<file path="src/rtl/alu_share_ctrl.sv">
// Round-robin front end sharing one combinational ALU between two
// requesters, with a single tagged response channel.
module alu_share_ctrl #(
    parameter int WIDTH = 24,
    parameter int SELW  = 1,
    parameter int CNTW  = 16
) (
    input  logic             clk,
    input  logic             rst,
    input  logic             req0_valid,
    output logic             req0_ready,
    input  logic [SELW-1:0]  req0_sel,
    input  logic [WIDTH-1:0] req0_a,
    input  logic [WIDTH-1:0] req0_b,
    input  logic             req1_valid,
    output logic             req1_ready,
    input  logic [SELW-1:0]  req1_sel,
    input  logic [WIDTH-1:0] req1_a,
    input  logic [WIDTH-1:0] req1_b,
    output logic             resp_valid,
    input  logic             resp_ready,
    output logic             resp_id,
    output logic [WIDTH-1:0] resp_data,
    output logic [SELW-1:0]  alu_sel,
    output logic [WIDTH-1:0] alu_a,
    output logic [WIDTH-1:0] alu_b,
    input  logic [WIDTH-1:0] alu_c,
    output logic [CNTW-1:0]  done_cnt
);

    typedef enum logic [1:0] {
        IDLE,
        EXEC,
        RESP
    } state_t;

    state_t            state;
    logic              last_grant;
    logic              id_q;
    logic [SELW-1:0]   op_sel;
    logic [WIDTH-1:0]  op_a;
    logic [WIDTH-1:0]  op_b;
    logic [WIDTH-1:0]  res_q;
    logic [CNTW-1:0]   cnt_q;
    logic              in_idle;
    logic              gnt0;
    logic              gnt1;

    // On a tie the requester that did not win last time gets the grant.
    assign in_idle = (state == IDLE) && !rst;
    assign gnt0 = in_idle && req0_valid && (!req1_valid || last_grant);
    assign gnt1 = in_idle && req1_valid && (!req0_valid || !last_grant);

    assign req0_ready = gnt0;
    assign req1_ready = gnt1;
    assign resp_valid = (state == RESP) && !rst;
    assign resp_id    = id_q;
    assign resp_data  = res_q;
    assign alu_sel    = op_sel;
    assign alu_a      = op_a;
    assign alu_b      = op_b;
    assign done_cnt   = cnt_q;

    always_ff @(posedge clk) begin
        if (rst) begin
            state      <= IDLE;
            last_grant <= 1'b1;
            id_q       <= 1'b0;
            op_sel     <= '0;
            op_a       <= '0;
            op_b       <= '0;
            res_q      <= '0;
            cnt_q      <= '0;
        end else begin
            unique case (state)
                IDLE: begin
                    if (gnt0) begin
                        op_sel     <= req0_sel;
                        op_a       <= req0_a;
                        op_b       <= req0_b;
                        id_q       <= 1'b0;
                        last_grant <= 1'b0;
                        state      <= EXEC;
                    end else if (gnt1) begin
                        op_sel     <= req1_sel;
                        op_a       <= req1_a;
                        op_b       <= req1_b;
                        id_q       <= 1'b1;
                        last_grant <= 1'b1;
                        state      <= EXEC;
                    end
                end
                EXEC: begin
                    res_q <= alu_c;
                    state <= RESP;
                end
                RESP: begin
                    if (resp_ready) begin
                        cnt_q <= cnt_q + CNTW'(1);
                        state <= IDLE;
                    end
                end
                default: state <= IDLE;
            endcase
        end
    end

endmodule

</file>
<file path="config.mk">
export PLATFORM = sky130hd
export DESIGN_NAME = alu_share_ctrl
export DESIGN_NICKNAME = d
export VERILOG_FILES = /design/src/rtl/alu_share_ctrl.sv
export SDC_FILE = /design/constraint.sdc
export NUM_CORES = 1
export LEC_CHECK = 0
export CAP_MARGIN = 20
export CORE_MARGIN = 1
export CORE_UTILIZATION = 41
export CTS_CLUSTER_DIAMETER = 40
export DETAILED_ROUTE_END_ITERATION = 6
export GPL_ROUTABILITY_DRIVEN = 0
export PLACE_DENSITY_LB_ADDON = 0.25
export REMOVE_ABC_BUFFERS = 1
export SYNTH_ARGS = -nofsm -noshare
export SYNTH_HDL_FRONTEND = slang
export SYNTH_SLANG_ARGS = --single-unit
</file>
<file path="constraint.sdc">
create_clock -name clk -period 2.6 [get_ports clk]
set_input_delay 0.52 -clock clk [delete_from_list [all_inputs] [get_ports clk]]
set_output_delay 0.52 -clock clk [all_outputs]
set_load 0.01 [all_outputs]
</file>
==> impl_metrics.json <==
{
  "path_clk_slew_ps": 90,
  "num_vias": 4121,
  "path_class": "input port to output pin",
  "grt_first_pass_wirelength_um": 18800,
  "p_leak_nw": 2.22,
  "r2r_slack_ps": 570,
  "r2r-end": "alu_a[7]",
  "fin_crit_ps": 2370,
  "comb_power_share_pct": 24.4,
  "drtIter0Drc": 138,
  "clockPowerShare_pct": 25.7,
  "avgSynthCellArea_um2": 7.86,
  "critical-path-max-stage-delay_ps": 570,
  "ant_nets": 0,
  "cp_common_cell": "clkdlybuf4s50_1",
  "final_cells": 797,
  "mostFrequentLayoutCells": "clkdlybuf4s50_1, nand2_1, dfxtp_1",
  "final_core_util_pct": 70.3,
  "maxSlewViolCount": 0,
  "clock_sinks": 93,
  "grt_pass1_vias": 4053,
  "dp_cells": 782,
  "seqPwrFrac_pct": 49.9,
  "cp_num_cells": 5,
  "die_area_um2": 9660,
  "ctsLongestPathBuffers": 2,
  "first_pass_iters": 7,
  "cts_tree": "yes",
  "whs_ps": 457,
  "wl_per_cell_um": 14.6,
  "end_kind": "output pin",
  "hold_start": "resp_data[15]",
  "setup_viol": 0,
  "crit_start": "req0_valid",
  "max-vdd-ir-drop_mv": 0.239,
  "vias_per_cell": 5.17,
  "die_height_um": 98.3,
  "crit_end": "req1_ready",
  "hp-class": "register to register",
  "dp_slack_ps": 106,
  "ios": 220,
  "p_sw_mw": 0.878,
  "mostFrequentLayoutCell": "clkdlybuf4s50_1",
  "numPortBuffers": 219,
  "grt_usage_pct": 24.0,
  "violations": "DRC",
  "crit_path_max_fanout": 2,
  "fmax_mhz": 422,
  "syn_area_um2": 3800,
  "ys_types": 29,
  "crit_slowest_cell": "clkdlybuf4s50_1",
  "ys_ff_latch": 93,
  "cts_hold_buf": 0,
  "rsz0062_at_grt": "false",
  "clock_latency_ps": 360,
  "synth-seq-area-share_pct": 49.0,
  "status": "complete, but fails checks",
  "cts_buffers": 9,
  "crit_family": "buffers and inverters",
  "layout-drive-gt1-share_pct": 4.64,
  "worst-path-buf-inv": 3,
  "antenna_cells": 0,
  "routed_wl_um": 11600,
  "timing.rr.start": "state[1]",
  "die_w_um": 98.3,
  "initial_utilization_pct": 43.0,
  "setup_ws_ps": 228,
  "ys_warn_count": 0,
  "reg2reg_depth": 6,
  "slew_headroom_pct": 36.9,
  "worst-slew-pin-transition_ps": 947,
  "total_power_mw": 3.21,
  "postCtsSetupRepairBufs": 0,
  "drc": 13,
  "netSwitchingFraction_pct": 27.4,
  "critPathLaunchType": "input port",
  "cts_resized": 0,
  "syn_inst": 484,
  "grt_antenna_before_repair": 0,
  "nets": 813,
  "arrival_ps": 1850,
  "grt-ovfl-total": 0,
  "row_count": 34,
  "p_int_mw": 2.33,
  "areaGrowthSynthToFinish_pct": 63.5,
  "fin_skew_ps": 11.6,
  "path_cells": "clkdlybuf4s50_1 -> nand2_1 -> nand3_2 -> inv_2 -> clkdlybuf4s50_1",
  "p_per_area_nw_per_um2": 516,
  "cap_violations": 0,
  "cts-root-buf": "clkbuf_8",
  "grt_start_max_net_pins": 101,
  "cts-htree-levels": 3,
  "core_um2": 8850,
  "finalCritPeriodShare_pct": 91.2,
  "required_ps": 2080,
  "hpwl_um": 8130,
  "hold_viol": 0
}
-- per-layer routing --
| metal | wire length, um | vias up | part of all wire, % | GRT usage (%) |
|---|---|---|---|---|
| met5 | 0 | - | 0 | 0 |
| met3 | 1110 | 22 | 9.5 | 7.44 |
| met2 | 5790 | 176 | 50 | 41.4 |
| li1 | - | 2040 | - | - |
| met1 | 4490 | 1883 | 39 | 27.4 |
| met4 | 248 | 0 | 2.1 | 9.99 |
-- sequential cells by signal (all words and copies together) (netlist names) --
register	flops
done_cnt	16
alu_a	24
resp_data	24
last_grant	1
alu_b	24
state	2
resp_id	1
alu_sel	1
-- how the worst min path moves through the flow --
stage,to,slack [ps],cells after the start
6_report,resp_data[15],460,2
5_1_grt,resp_data[6],490,2
3_5_place_dp,resp_data[10],450,2
2_1_floorplan,last_grant,450,1
4_1_cts,resp_data[10],460,2
3_3_place_gp,resp_data[3],440,2
-- worst reg2reg max path, cell delays in order, from the launching register on --
cell and delay, ps:
dfxtp_1 430, nor3_1 90, buf_4 150, nand3_4 70, buf_4 700, nor2_1 180, a311oi_1 310
-- cell usage after synthesis, drive strengths merged --
| cell | n | area share, % |
|---|---|---|
| a311oi | 49 | 11 |
| xor2 | 5 | 1.2 |
| nand4 | 3 | 0.49 |
| nand2b | 4 | 0.66 |
| inv | 5 | 0.49 |
| nor2b | 4 | 0.66 |
| buf | 10 | 1.2 |
| and3 | 2 | 0.33 |
| nand3 | 9 | 1.2 |
| clkbuf | 28 | 2.8 |
| a31o | 2 | 0.46 |
| nor3 | 5 | 0.66 |
| nand2 | 154 | 15 |
| nand4b | 1 | 0.63 |
| a21oi | 30 | 3.9 |
| o21ai | 2 | 0.26 |
| nor4 | 3 | 0.66 |
| ha | 1 | 0.33 |
| a211o | 1 | 0.23 |
| and2 | 1 | 0.16 |
| or3 | 2 | 0.33 |
| xnor2 | 5 | 1.2 |
| mux2 | 1 | 0.30 |
| nor2 | 63 | 6.2 |
| or4 | 1 | 0.30 |
| dfxtp | 93 | 49 |
-- power groups by stage --
stage	sequential, mW	clock [mW]	combinational [mW]
final	1.60	0.825	0.782
after global routing	1.62	0.907	0.847
after CTS	1.60	0.851	0.789
after detailed placement	1.63	0	0.784
after global placement	1.63	0	0.771
after floorplan	1.68	0	0.222
-- per-stage QoR --
| step | cell area (um2) | TNS, ps |
|---|---|---|
| after detailed placement | 6060 | 0 |
| after global routing | 6220 | 0 |
| after CTS | 6220 | 0 |
| after floorplan | 3650 | -30490 |
| after global placement | 6060 | 0 |
| final | 6220 | 0 |
-- final cells by class --
cell class	instances	area, um2
clock buffer	11	131
clock inverter	4	26.3
fill	705	2630
inverter	5	18.8
multi-input combinational	348	1790
sequential	93	1860
tap	108	135
timing repair buffer	228	2250
-- cell families (layout without fill, tap and decap cells) --
logic type | count (synthesis) | count (layout) | synth area share, %
AO/OA/AOI/OAI | 84 | 84 | 16.2
XOR/XNOR | 10 | 10 | 2.30
adder cells (fa/ha/maj) | 1 | 1 | 0.329
buffers and inverters | 43 | 248 | 4.44
flip-flops | 93 | 93 | 49.0
multiplexers | 1 | 1 | 0.296
AND/OR/NAND/NOR | 252 | 252 | 27.5
No activity file was read; power rests on OpenSTA's default activity.
